### src/rtl/vga_fb_fetch_ctrl.sv
// Framebuffer fetch sequencer: walks the active bank once per frame and
// issues FIFO-throttled, 4 KB-clipped read bursts to the AXI read master.
module vga_fb_fetch_ctrl #(
   parameter int ADDR_WIDTH = 32,
   parameter int FIFO_AW    = 9
) (
   input  logic                  clk_i,
   input  logic                  rst_i,
   input  logic                  en_i,
   input  logic                  vbse_i,
   input  logic [1:0]            mode_i,
   input  logic [7:0]            brulen_i,
   input  logic [15:0]           hvlen_i,
   input  logic [15:0]           vvlen_i,
   input  logic [ADDR_WIDTH-1:0] fbba1_i,
   input  logic [ADDR_WIDTH-1:0] fbba2_i,
   input  logic                  frame_start_i,
   input  logic [FIFO_AW:0]      fifo_free_i,
   output logic                  req_valid_o,
   input  logic                  req_ready_i,
   output logic [ADDR_WIDTH-1:0] req_addr_o,
   output logic [7:0]            req_len_o,
   input  logic                  rsp_last_i,
   output logic                  cfb_o,
   output logic                  vbsif_set_o,
   output logic                  ovr_o,
   output logic                  busy_o
);

   typedef enum logic [2:0] {IDLE, LOAD, REQ, WAIT, DONE} state_t;

   state_t                  state_reg, state_next;
   logic                    cfb_reg, cfb_next;
   logic [ADDR_WIDTH-1:0]   addr_reg, addr_next;
   logic [31:0]             remaining_reg, remaining_next;
   logic                    valid_reg, valid_next;
   logic [7:0]              len_reg, len_next;
   logic                    pend_reg, pend_next;

   logic [31:0]             pixels;
   logic [32:0]             bytes33;
   logic [33:0]             bytes_rnd;
   logic [31:0]             total_beats;
   logic [12:0]             page_bytes;
   logic [10:0]             page_beats;
   logic [10:0]             beats;
   logic                    fifo_ok;
   logic                    handshake;
   logic [8:0]              burst_beats;
   logic                    new_cfb;
   logic [ADDR_WIDTH-1:0]   base_raw;

   // RGB332 (mode 0) is one byte per pixel, all other formats are two
   assign pixels      = 32'(hvlen_i) * 32'(vvlen_i);
   assign bytes33     = (mode_i != 2'b00) ? {pixels, 1'b0} : {1'b0, pixels};
   assign bytes_rnd   = {1'b0, bytes33} + 34'd3;
   assign total_beats = bytes_rnd[33:2];

   assign page_bytes  = 13'd4096 - {1'b0, addr_reg[11:0]};
   assign page_beats  = page_bytes[12:2];

   always_comb begin
      beats = {3'b000, brulen_i} + 11'd1;
      if (page_beats < beats)
         beats = page_beats;
      if (remaining_reg < 32'(beats))
         beats = remaining_reg[10:0];
   end

   assign fifo_ok     = 32'(fifo_free_i) >= 32'(beats);
   assign handshake   = valid_reg && req_ready_i;
   assign burst_beats = {1'b0, len_reg} + 9'd1;
   assign new_cfb     = cfb_reg ^ vbse_i;
   assign base_raw    = new_cfb ? fbba2_i : fbba1_i;

   always_ff @(posedge clk_i or posedge rst_i) begin
      if (rst_i) begin
         state_reg     <= IDLE;
         cfb_reg       <= 1'b0;
         addr_reg      <= '0;
         remaining_reg <= '0;
         valid_reg     <= 1'b0;
         len_reg       <= '0;
         pend_reg      <= 1'b0;
      end else begin
         state_reg     <= state_next;
         cfb_reg       <= cfb_next;
         addr_reg      <= addr_next;
         remaining_reg <= remaining_next;
         valid_reg     <= valid_next;
         len_reg       <= len_next;
         pend_reg      <= pend_next;
      end
   end

   always_comb begin
      state_next     = state_reg;
      cfb_next       = cfb_reg;
      addr_next      = addr_reg;
      remaining_next = remaining_reg;
      valid_next     = valid_reg;
      len_next       = len_reg;
      pend_next      = pend_reg;
      case (state_reg)
         IDLE: begin
            if (en_i && frame_start_i)
               state_next = LOAD;
         end
         LOAD: begin
            cfb_next       = new_cfb;
            addr_next      = {base_raw[ADDR_WIDTH-1:2], 2'b00};
            remaining_next = total_beats;
            pend_next      = 1'b0;
            valid_next     = 1'b0;
            state_next     = (total_beats == 32'd0) ? DONE : REQ;
         end
         REQ: begin
            if (handshake) begin
               addr_next      = addr_reg + ADDR_WIDTH'({burst_beats, 2'b00});
               remaining_next = remaining_reg - 32'(burst_beats);
               valid_next     = 1'b0;
               pend_next      = frame_start_i;
               state_next     = WAIT;
            end else if (!en_i) begin
               valid_next = 1'b0;
               state_next = IDLE;
            end else if (frame_start_i) begin
               valid_next = 1'b0;
               state_next = LOAD;
            end else if (!valid_reg && fifo_ok) begin
               // latched here so the request stays stable until accepted
               valid_next = 1'b1;
               len_next   = 8'(beats - 11'd1);
            end
         end
         WAIT: begin
            if (rsp_last_i) begin
               pend_next = 1'b0;
               if (!en_i)
                  state_next = IDLE;
               else if (pend_reg || frame_start_i)
                  state_next = LOAD;
               else if (remaining_reg != 32'd0)
                  state_next = REQ;
               else
                  state_next = DONE;
            end else if (frame_start_i) begin
               pend_next = 1'b1;
            end
         end
         DONE: begin
            if (!en_i)
               state_next = IDLE;
            else if (frame_start_i)
               state_next = LOAD;
         end
         default: state_next = IDLE;
      endcase
   end

   always_comb begin
      busy_o      = (state_reg == LOAD) || (state_reg == REQ) || (state_reg == WAIT);
      vbsif_set_o = (state_reg == LOAD) && vbse_i;
      ovr_o       = 1'b0;
      if (state_reg == REQ)
         ovr_o = frame_start_i && (handshake || en_i);
      else if (state_reg == WAIT)
         ovr_o = frame_start_i && !pend_reg &&
                 !(rsp_last_i && remaining_reg == 32'd0);
   end

   assign req_valid_o = valid_reg;
   assign req_addr_o  = addr_reg;
   assign req_len_o   = len_reg;
   assign cfb_o       = cfb_reg;

endmodule

### config.mk
export PLATFORM = sky130hd
export DESIGN_NAME = vga_fb_fetch_ctrl
export DESIGN_NICKNAME = d
export VERILOG_FILES = /design/src/rtl/vga_fb_fetch_ctrl.sv
export SDC_FILE = /design/constraint.sdc
export NUM_CORES = 1
export LEC_CHECK = 0
export ABC_AREA = 1
export BUFFER_PORTS_ARGS = -buffer_cell sky130_fd_sc_hd__buf_2
export CORE_ASPECT_RATIO = 1.4
export CORE_MARGIN = 5
export CORE_UTILIZATION = 51
export DETAILED_ROUTE_END_ITERATION = 7
export PLACE_DENSITY = 0.82
export SLEW_MARGIN = 20
export SYNTH_ARGS = -nofsm -noshare
export SYNTH_HDL_FRONTEND = slang
export SYNTH_SLANG_ARGS = --single-unit
export TNS_END_PERCENT = 1
### constraint.sdc
create_clock -name clk_i -period 5.82 [get_ports clk_i]
set_input_delay 0.873 -clock clk_i [delete_from_list [all_inputs] [get_ports clk_i]]
set_output_delay 0.873 -clock clk_i [all_outputs]
set_load 0.05 [all_outputs]
==> metrics.md, run 1 <==
| Metric | Value |
|---|---|
| Sequential area share after synthesis | 10.4% |
| CTS buffer count | 9 |
| Wirelength per Cell | roughly 16 um |
| CP max stage cell | fa_1 |
| Adder-cell area share of the yosys netlist | 32.0% |
| Status | finished, violations left |
| Worst-path fanout max | 14 |
| Violated checks | negative setup slack |
| HP Class | flip-flop to flip-flop |
| Syn_area_per_cell | 6.64 um2 |
| Post-synth top cells | nand2_1 (803), inv_1 (522), fa_1 (196) |
| DRT antenna net count | 0 |
| ANT cells | 0 |
| First-pass DRT Iterations | 8 |
| Slew Limit Fails | 0 |
| Starting Density | 51.4% |
| Dpl ws | -1520 ps |
| Clk_lat worst skew | 360 ps |
| FP Rows | 82 |
| Number of flops mapped to enable cells by yosys | 0 |
| XOR/XNOR Fraction of Synth Area | 2.95% |
| WP buf/inv | 6 |
| Number of remaining DRC errors | 0 |
| RSZ-0062 raised after global routing | true |
| Top_reg_cell synth | dfrtp_1 |
| Max-slew headroom | 34.5% |
| Critical path type | input port to flip-flop |
| Crit path launch type | input port |
| # fillers | ~3100 |
| Synth area leader | fa_1 |
| Initial antenna violation count | 0 |
| Most common cell in the netlist | nand2_1 |
| Ys Warns | 0 |
| Peak Freq | 153 MHz |
| Fraction of registers with async set/reset | between 90% and 100% |
| Synth Area in Compound Gates | 9.62% |
| Root Buffer | clkbuf_16 |
| Post-synthesis mux area share | 0% |
| Worst EP required | 6060 ps |
| CP most frequent cell | nand2_1 |
| Cell count after synthesis | 2763 |
| Largest family of logic cells by synthesized area | adder cells |
| Synthesis-to-layout area growth | 25.7% |
| Final setup fails | 33 |
| WL final | ~57 mm |
| Layout cells sized above 1 | 24.6% |
| Vias in the first global route | about 20000 |
| Die width | about 170 um |
| PnR worst setup slack | -714 ps |
| Critical path arrival | 6770 ps |
| Clock slew at reported path FFs | 60 ps |
| Yosys cell types | 60 |
| Vias per std cell | 5.37 |
| Clock Path Buffers | 2 |
| Core footprint | 0.0357 mm2 |
| Simple-Gate Fraction of Synth Area | a little under a third |
| Initial DRC Count | 1071 |
| Share of the synthesized area in the top cell type | 21.4% |
| GRT overflow | 0 |
| PortBufs | 161 |
| Clock Skews | 9.78 ps |
| Pin count of the biggest net entering global routing | 103 |
| Worst-Margin Slew | 982 ps |
| Nets | 3601 |
| Slowest stage delay, CP | 560 ps |
| GPL Wtd Cong | 0.936 |
| Final Critical Period | 6530 ps |
| Post-synthesis cell area | about 0.018 mm2 |
| Max FFs per register | 32 |
| Die height | 234 um |
| Synth top area cells | fa_1 (21%), nand2_1 (16%), inv_1 (11%) |
| Hold Violations, Final | 0 |
| H-tree depth | 3 |
| Num Clock Sinks | 76 |
| Gr usage total | 28.2% |
| Top Ports | 168 |
| Synth Register Bits | 76 |
| First-pass GRT wire length | 92.6 mm |
| Estimated wirelength of the detail-placed design | around 47 mm |
| Worst path top cell family by delay | adder cells |
| Die ar. | 0.0399 mm2 |
| Crit end category | flip-flop |
| Routed via count | roughly 19000 |
| CTS tree | built |
| Final period util | 112% |
| # Max-Cap Violations | 0 |
cells by family after synthesis:
| group | count (synthesis) |
|---|---|
| other | 2 |
| adder cells (fa/ha/maj) | 351 |
| XOR/XNOR | 61 |
| AO/OA/AOI/OAI | 304 |
| flip-flops | 76 |
| AND/OR/NAND/NOR | 1317 |
| buffers and inverters | 652 |
layout by cell type (no fill, tap or decap), drive strengths merged, types with 6 or more instances in the layout:
cell / instances
clkbuf: 10
a21oi: 78
xor2: 43
nand2: 825
xnor2: 18
o21ai: 132
nand3b: 8
buf: 461
nand3: 172
o21bai: 27
nand4: 55
o22ai: 6
dfrtp: 76
a31oi: 27
nor3: 25
o211ai: 13
nor2: 215
fa: 196
ha: 155
inv: 538
tightest hold or removal path, cell delays in order, from the launching register on:
cell and delay (ps):
dfrtp_1 370, nand2_1 60, o21ai_1 60
area by class of cell:
type / count / area, um2 / share of cell area (%)
clock buffer: 9 / 225 / 0.976
clock inverter: 6 / 88.8 / 0.385
inverter: 541 / 2030 / 8.81
multi-input combinational: 2037 / 15000 / 64.8
sequential: 76 / 1900 / 8.24
tap: 462 / 578 / 2.51
timing repair buffer: 462 / 3290 / 14.3
final timing paths:
check / startpoint / endpoint / slack (ps) / cells past startpoint
setup / recovery: hvlen_i[7] / state_reg[1]$_DFFE_PP0P_ / -710 / 33
hold reg to reg: remaining_reg[25]$_DFFE_PP0P_ / remaining_reg[25]$_DFFE_PP0P_ / 530 / 2
setup reg to reg: req_addr_o[2]$_DFFE_PP0P_ / req_len_o[1]$_DFFE_PP0P_ / -170 / 38
max in group asynchronous: rst_i / req_len_o[0]$_DFFE_PP0P_ / 4580 / 3
hold / removal: remaining_reg[25]$_DFFE_PP0P_ / remaining_reg[25]$_DFFE_PP0P_ / 530 / 2
min in group asynchronous: rst_i / req_addr_o[20]$_DFFE_PP0P_ / 680 / 3
metal layers:
metal / routed length [um] / share of wire, % / track usage (%)
met5: 0 / 0 / 0
met2: 30000 / 53 / 54.2
met3: 2790 / 4.9 / 2.82
met1: 19400 / 34 / 28.0
met4: 4360 / 7.7 / 19.5
metrics by stage:
step	setup TNS (ps)	util [%]	area [um2]	hold WS, ps	cells
floorplan	-7230	-	19200	482	2765
global placement	-29920	60.5	21600	499	3550
detailed placement	-34180	60.5	21600	516	3550
CTS	-10960	63.8	22800	529	3590
global route	-22550	64.6	23100	575	3593
finish	-11810	64.6	23100	530	3593
repair_timing:
| item | 4_1_cts | 5_1_grt |
|---|---|---|
| hold buffers | 0 | 0 |
| cloned | 1 | 0 |
| pin swaps | 70 | 35 |
| resized for setup | 182 | 69 |
| buffers inserted | 24 | 3 |
| endpoints found under the setup margin | 35 | 38 |
Power of run 1 is not shown: default switching activity piles up to over one toggle a cycle in this logic, so the estimate is an artifact.
==> run 2, diff against run 1 <==
CORE_UTILIZATION = 60   (was 51)
PLACE_DENSITY = 0.92   (was 0.82)
RECOVER_POWER = 25   (was not set)
==> run 2 against run 1 <==
The flow finishes with violations (max-capacitance violations, max-slew violations, negative setup slack). Register-to-register slack gained 80 ps. Hold slack worse by 5.1 ps. Global-route usage is 5.3 points higher. Critical path depth did not move. Utilization rose by 11 points. Design area fell by 0.78%. Cell count shrank 1.8%. Sequential share of layout area rose by 0.065 points. Via count increased by 3.6%. Non-clock buffer count increased by 10. Clock-buffer cell count increased by 1. Maximum frequency fell by 3.6%. Largest cell class unchanged.
==> metrics.md, run 2 (synthesized netlist as in run 1, its figures left out) <==
| Metric | Value |
|---|---|
| FP Rows | 75 (-8.5%) |
| Dpl ws | -1700 ps (-180 ps) |
| WP buf/inv | 6 (unchanged) |
| Initial DRC Count | 1157 (+8.0%) |
| Slowest stage delay, CP | 590 ps (+30 ps) |
| Die ar. | 0.0342 mm2 (-14%) |
| Clock Skews | 12.6 ps (+2.80 ps) |
| Final hold slack | 525 ps (-5.06 ps) |
| Final period util | 116% (+4.2 points) |
| PnR worst setup slack | -957 ps (-244 ps) |
| # Max-Cap Violations | 1 (+1) |
| Pin count of the biggest net entering global routing | 77 (-25%) |
| Nets | 3611 (+0.28%) |
| Estimated wirelength of the detail-placed design | 47.2 mm (+0.97%) |
| R2r setup slk | -90 ps (+80 ps) |
| Crit path launch type | input port |
| R2r worst-path depth | 40 (+5.3%) |
| First-pass DRT Iterations | 6 (-2) |
| Layout cells sized above 1 | 23.6% (-0.98 points) |
| GRT overflow | 0 (unchanged) |
| Violated checks | max-capacitance violations, max-slew violations, negative setup slack |
| Worst path top cell family by delay | adder cells |
| Initial antenna violation count | 0 (unchanged) |
| WL final | 58.9 mm (+4.2%) |
| Max FFs per register | 32 (unchanged) |
| Hold depth | 2 (unchanged) |
| Gr usage total | 33.6% (+5.3 points) |
| PortBufs | 161 (unchanged) |
| Final setup fails | 34 (+3.0%) |
| Critical path type | input port to flip-flop |
| Vias per std cell | 5.66 (+5.5%) |
| Worst-Margin Slew | 4340 ps (+3350 ps) |
| Die width | 158 um (-7.3%) |
| Clock slew at reported path FFs | 60 ps (about the same) |
| Critical hold path startpoint | remaining_reg[25]$_DFFE_PP0P_ |
| ANT cells | 0 (unchanged) |
| Hold Violations, Final | 0 (unchanged) |
| Core footprint | 0.0301 mm2 (-16%) |
| Max-slew headroom | -189% (-220 points) |
| Commonest non-fill, non-tap cell in the layout | nand2_1 |
| Top Ports | 168 (unchanged) |
| Final Critical Period | 6780 ps (+244 ps) |
| Die height | 217 um (-7.5%) |
| CTS buffer count | 9 (unchanged) |
| Slew Limit Fails | 77 (+77) |
| Synthesis-to-layout area growth | 24.8% |
| Starting Density | 60.9% (+9.5 points) |
| RSZ-0062 raised after global routing | true |
| Worst-path fanout max | 14 (unchanged) |
| Num Clock Sinks | 76 (unchanged) |
| Hold-critical path endpoint | remaining_reg[25]$_DFFE_PP0P_ |
| Worst R2R End | req_len_o[1]$_DFFE_PP0P_ |
| First-pass GRT wire length | 94.5 mm (+2.1%) |
| Clk_lat worst skew | 360 ps (about the same) |
| Vias in the first global route | 21200 (+3.9%) |
| Reg2Reg Launch Point | req_addr_o[2]$_DFFE_PP0P_ |
| Number of remaining DRC errors | 0 (unchanged) |
| Routed via count | 20000 (+3.6%) |
| HP Class | flip-flop to flip-flop |
| Peak Freq | 148 MHz (-3.6%) |
| Status | finished, violations left |
| Wirelength per Cell | 16.7 um (+6.1%) |
| Worst EP required | 6060 ps (about the same) |
| CTS tree | built |
| Most frequent cells in the layout | nand2_1 (755), inv_1 (513), buf_4 (310), fa_1 (189), nand3_1 (149) |
| Critical path arrival | 7020 ps (+250 ps) |
| CP max stage cell | fa_1 |
| DRT antenna net count | 0 (unchanged) |
| GPL Wtd Cong | 0.975 (+4.1%) |
| H-tree depth | 3 (unchanged) |
| Root Buffer | clkbuf_16 |
| Clock Path Buffers | 2 (unchanged) |
| Crit end category | flip-flop |
-- run 2: cell count changes in the layout (fill, tap and decap cells not counted), moves of 4 or more --
cell | before | now
a21oi_1 | 67 | 71
nand2_1 | 732 | 755
nand3_1 | 143 | 149
nand3_2 | 26 | 19
a21oi_2 | 10 | 6
nor2_1 | 139 | 146
nand2_2 | 73 | 52
buf_4 | 303 | 310
o21ai_1 | 21 | 16
nor2_4 | 42 | 36
-- run 2: worst min-delay path: stages, from the launching register on --
cell	delay [ps]
dfrtp_1	360
nand2_1	60
o21ai_1	70
-- run 2: cell type report --
| class | instances | area, um2 |
|---|---|---|
| clock buffers | 10 | 239 |
| clock inverters | 6 | 48.8 |
| fillers | 2067 | 7230 |
| inverters | 541 | 2030 |
| multi-input cells | 2037 | 14800 |
| flip-flops and latches | 76 | 1900 |
| well taps | 385 | 482 |
| repair buffers | 472 | 3400 |
-- run 2: how the worst max path moves through the flow --
stage | cells past startpoint | to | startpoint
CTS | 34 | state_reg[1]$_DFFE_PP0P_ | vvlen_i[10]
detailed placement | 33 | state_reg[1]$_DFFE_PP0P_ | vvlen_i[6]
global placement | 33 | state_reg[1]$_DFFE_PP0P_ | vvlen_i[6]
finish | 33 | state_reg[1]$_DFFE_PP0P_ | hvlen_i[5]
global route | 38 | state_reg[1]$_DFFE_PP0P_ | hvlen_i[6]
floorplan | 36 | state_reg[1]$_DFFE_PP0P_ | hvlen_i[12]
-- run 2: metrics by stage --
stage                     area [um2]  utilization [%]  cells  setup TNS [ps]
after floorplan                19200                -   2765           -7230
after global placement         21600             71.7   3480          -30630
after detailed placement       21600             71.7   3480          -37120
after CTS                      22600             75.0   3516          -10750
after global routing           22900             76.0   3527          -25380
final                          22900             76.0   3527          -14660
-- run 2: timing repair --
| item | in CTS | in global routing |
|---|---|---|
| hold buffers | 0 | 0 |
| setup buffers | 20 | 10 |
| gates resized for setup | 149 | 55 |
| endpoints found under the setup margin | 36 | 36 |
| pin swaps | 68 | 38 |
| gates cloned | 0 | 1 |
-- run 2: per-layer routing --
layer / share of wire [%] / routed length (um) / global-route usage, % / vias up
met1: 33 / 19300 / 32.4 / 9369
met4: 9.3 / 5450 / 27.1 / 0
met2: 52 / 30700 / 62.4 / 918
li1: - / - / - / 9317
met5: 0 / 0 / 0 / -
met3: 5.8 / 3440 / 4.05 / 366
Power of run 2 is left out for the same reason.
==> run 3, diff against run 2 <==
==> constraint.sdc (replaced) <==
create_clock -name clk_i -period 5.82 [get_ports clk_i]
set_input_delay 1.164 -clock clk_i [delete_from_list [all_inputs] [get_ports clk_i]]
set_output_delay 1.164 -clock clk_i [all_outputs]
set_load 0.05 [all_outputs]
==> run 3 against run 2 <==
The run still ends with max-capacitance violations, max-slew violations, negative setup slack left. Register-to-register slack gained 70 ps. Worst setup slack got worse by 430 ps. Die area is the same. Via count increased by 3.2%. Sequential share of layout area fell by 0.23 points. Critical path depth up 2. Routed wire length rose by 11%. Non-clock buffer count increased by 10. Global-route usage up 0.69 points. Clock skew down 4.5 ps. Cell count rose by 0.28%. Critical endpoint unchanged. Highest routed layer unchanged.
==> metrics.md, run 3 (synthesized netlist as in run 1, its figures left out) <==
| Metric | Value |
|---|---|
| Status | finished, violations left |
| Violated checks | max-capacitance violations, max-slew violations, negative setup slack |
| Vias in the first global route | 21000 (-0.94%) |
| CP max stage cell | fa_1 |
| Critical path arrival | 7430 ps (+410 ps) |
| Final Critical Period | 7200 ps (+428 ps) |
| Num Clock Sinks | 76 (unchanged) |
| Starting Density | 60.9% (unchanged) |
| Initial antenna violation count | 0 (unchanged) |
| Synthesis-to-layout area growth | 28.4% |
| RSZ-0062 raised after global routing | true |
| Pin count of the biggest net entering global routing | 103 (+34%) |
| Commonest non-fill, non-tap cell in the layout | nand2_1 |
| First-pass GRT wire length | 95.7 mm (+1.2%) |
| First-pass DRT Iterations | 7 (+1) |
| Layout Cells excl Fill | 3537 (+0.28%) |
| Critical path type | input port to flip-flop |
| Vias per std cell | 5.82 (+2.9%) |
| Worst EP required | 6050 ps (about the same) |
| Slew Limit Fails | 77 (unchanged) |
| CTS tree | built |
| # fillers | 1905 (-7.8%) |
| Placed insts | 3484 (+0.11%) |
| Final period util | 124% (+7.3 points) |
| PortBufs | 161 (unchanged) |
| Root Buffer | clkbuf_16 |
| R2r setup slk | -20 ps (+70 ps) |
| Top Ports | 168 (unchanged) |
| Crit end category | flip-flop |
| Finished Cell Area | 0.0236 mm2 (+2.9%) |
| Worst-Margin Slew | 4250 ps (-91.2 ps) |
| Max FFs per register | 32 (unchanged) |
| Final setup fails | 37 (+8.8%) |
| GPL Wtd Cong | 0.991 (+1.6%) |
| CP most frequent cell | nand2_1 |
| Crit path launch type | input port |
| DRT antenna net count | 0 (unchanged) |
| HP Class | flip-flop to flip-flop |
| Number of remaining DRC errors | 0 (unchanged) |
| Wirelength per Cell | 18.5 um (+11%) |
| Die ar. | 0.0342 mm2 (unchanged) |
| WL final | 65.4 mm (+11%) |
| CP Capture Point | state_reg[1]$_DFFE_PP0P_ |
| Nets | 3621 (+0.28%) |
| Setup_tns | -28810 ps (-14150 ps) |
| Routed via count | 20600 (+3.2%) |
| WP buf/inv | 5 (-1) |
| # Max-Cap Violations | 1 (unchanged) |
| Die height | 217 um (unchanged) |
| R2r worst-path depth | 44 (+10%) |
| Clock Skews | 8.13 ps (-4.45 ps) |
| Core footprint | 0.0301 mm2 (unchanged) |
| Worst R2R End | req_len_o[0]$_DFFE_PP0P_ |
| H-tree depth | 3 (unchanged) |
| Max-slew headroom | -183% (+6.1 points) |
| Critical path depth in cells | 35 (+6.1%) |
| Reg2Reg Launch Point | req_addr_o[3]$_DFFE_PP0P_ |
| PnR worst setup slack | -1380 ps (-428 ps) |
| GRT overflow | 0 (unchanged) |
| ANT cells | 0 (unchanged) |
| Clk_lat worst skew | 350 ps (about the same) |
| Die width | 158 um (unchanged) |
| Slowest stage delay, CP | 680 ps (+90 ps) |
| Post-DP Area | 0.0216 mm2 (+0.14%) |
| Estimated wirelength of the detail-placed design | 46.8 mm (-0.89%) |
| Most frequent cells in the layout | nand2_1 (702), inv_1 (503), buf_4 (307), fa_1 (176), nor2_1 (139) |
| Worst-path fanout max | 4 (-10) |
| FP Rows | 75 (unchanged) |
| Clock slew at reported path FFs | 60 ps (about the same) |
| Worst path top cell family by delay | adder cells |
| Peak Freq | 139 MHz (-5.9%) |
| Crit path launch | hvlen_i[7] |
| Layout cells sized above 1 | 27.3% (+3.8 points) |
| Clock Path Buffers | 2 (unchanged) |
| CTS buffer count | 9 (unchanged) |
| Hold Violations, Final | 0 (unchanged) |
| Initial DRC Count | 1541 (+33%) |
| Gr usage total | 34.2% (+0.69 points) |
[run 3: cell types whose count changed in the layout (fill, tap and decap cells not counted), moves of 13 or more]
| cell | previous run | this run |
|---|---|---|
| nand2_1 | 755 | 702 |
| nand2_2 | 52 | 100 |
| nand3_1 | 149 | 134 |
| nand3_2 | 19 | 34 |
| fa_1 | 189 | 176 |
| fa_2 | 7 | 20 |
[run 3: stage by stage]
step                setup slack, ps  hold slack [ps]  utilization [%]
detailed placement            -1960              512             71.8
global placement              -1880              504             71.8
CTS                           -1050              537             74.8
global route                  -1570              573             78.2
floorplan                      -941              482                -
finish                        -1380              534             78.2
[run 3: layout make-up]
class,count,area (um2),area share [%]
timing repair buffer,482,3630,15.4
multi-input combinational,2037,15200,64.6
clock inverter,7,77.6,0.329
inverter,541,2030,8.64
tap,385,482,2.05
clock buffer,9,225,0.956
sequential,76,1900,8.08
[run 3: tightest hold or removal path: cells and delay by family (launching register included)]
kind / cells / cell delay (ps)
simple gates: 2 / 120
flops: 1 / 380
[run 3: what timing repair did]
action / in CTS / in global routing
pin swaps: 54 / 159
buffers inserted: 10 / 23
hold buffers: 0 / 0
gates cloned: 0 / 4
resized for setup: 144 / 223
setup endpoints to repair: 38 / 39
[run 3: worst min-delay path by stage]
stage,cells after the start,from,slack (ps),end
finish,2,remaining_reg[31]$_DFFE_PP0P_,530,remaining_reg[31]$_DFFE_PP0P_
global route,2,remaining_reg[25]$_DFFE_PP0P_,570,remaining_reg[25]$_DFFE_PP0P_
CTS,2,remaining_reg[31]$_DFFE_PP0P_,540,remaining_reg[31]$_DFFE_PP0P_
detailed placement,2,remaining_reg[25]$_DFFE_PP0P_,510,remaining_reg[25]$_DFFE_PP0P_
global placement,2,remaining_reg[25]$_DFFE_PP0P_,500,remaining_reg[25]$_DFFE_PP0P_
floorplan,2,remaining_reg[25]$_DFFE_PP0P_,480,remaining_reg[25]$_DFFE_PP0P_
[run 3: layer usage]
| layer | up-vias | routed length, um | track usage (%) | part of all wire, % |
|---|---|---|---|---|
| met5 | - | 0 | 0 | 0 |
| met4 | 0 | 7390 | 29.2 | 11 |
| met3 | 503 | 4720 | 4.03 | 7.2 |
| met2 | 1222 | 33100 | 63.3 | 51 |
| met1 | 9543 | 20200 | 32.7 | 31 |
| li1 | 9334 | - | - | - |
Power of run 3 is left out for the same reason.
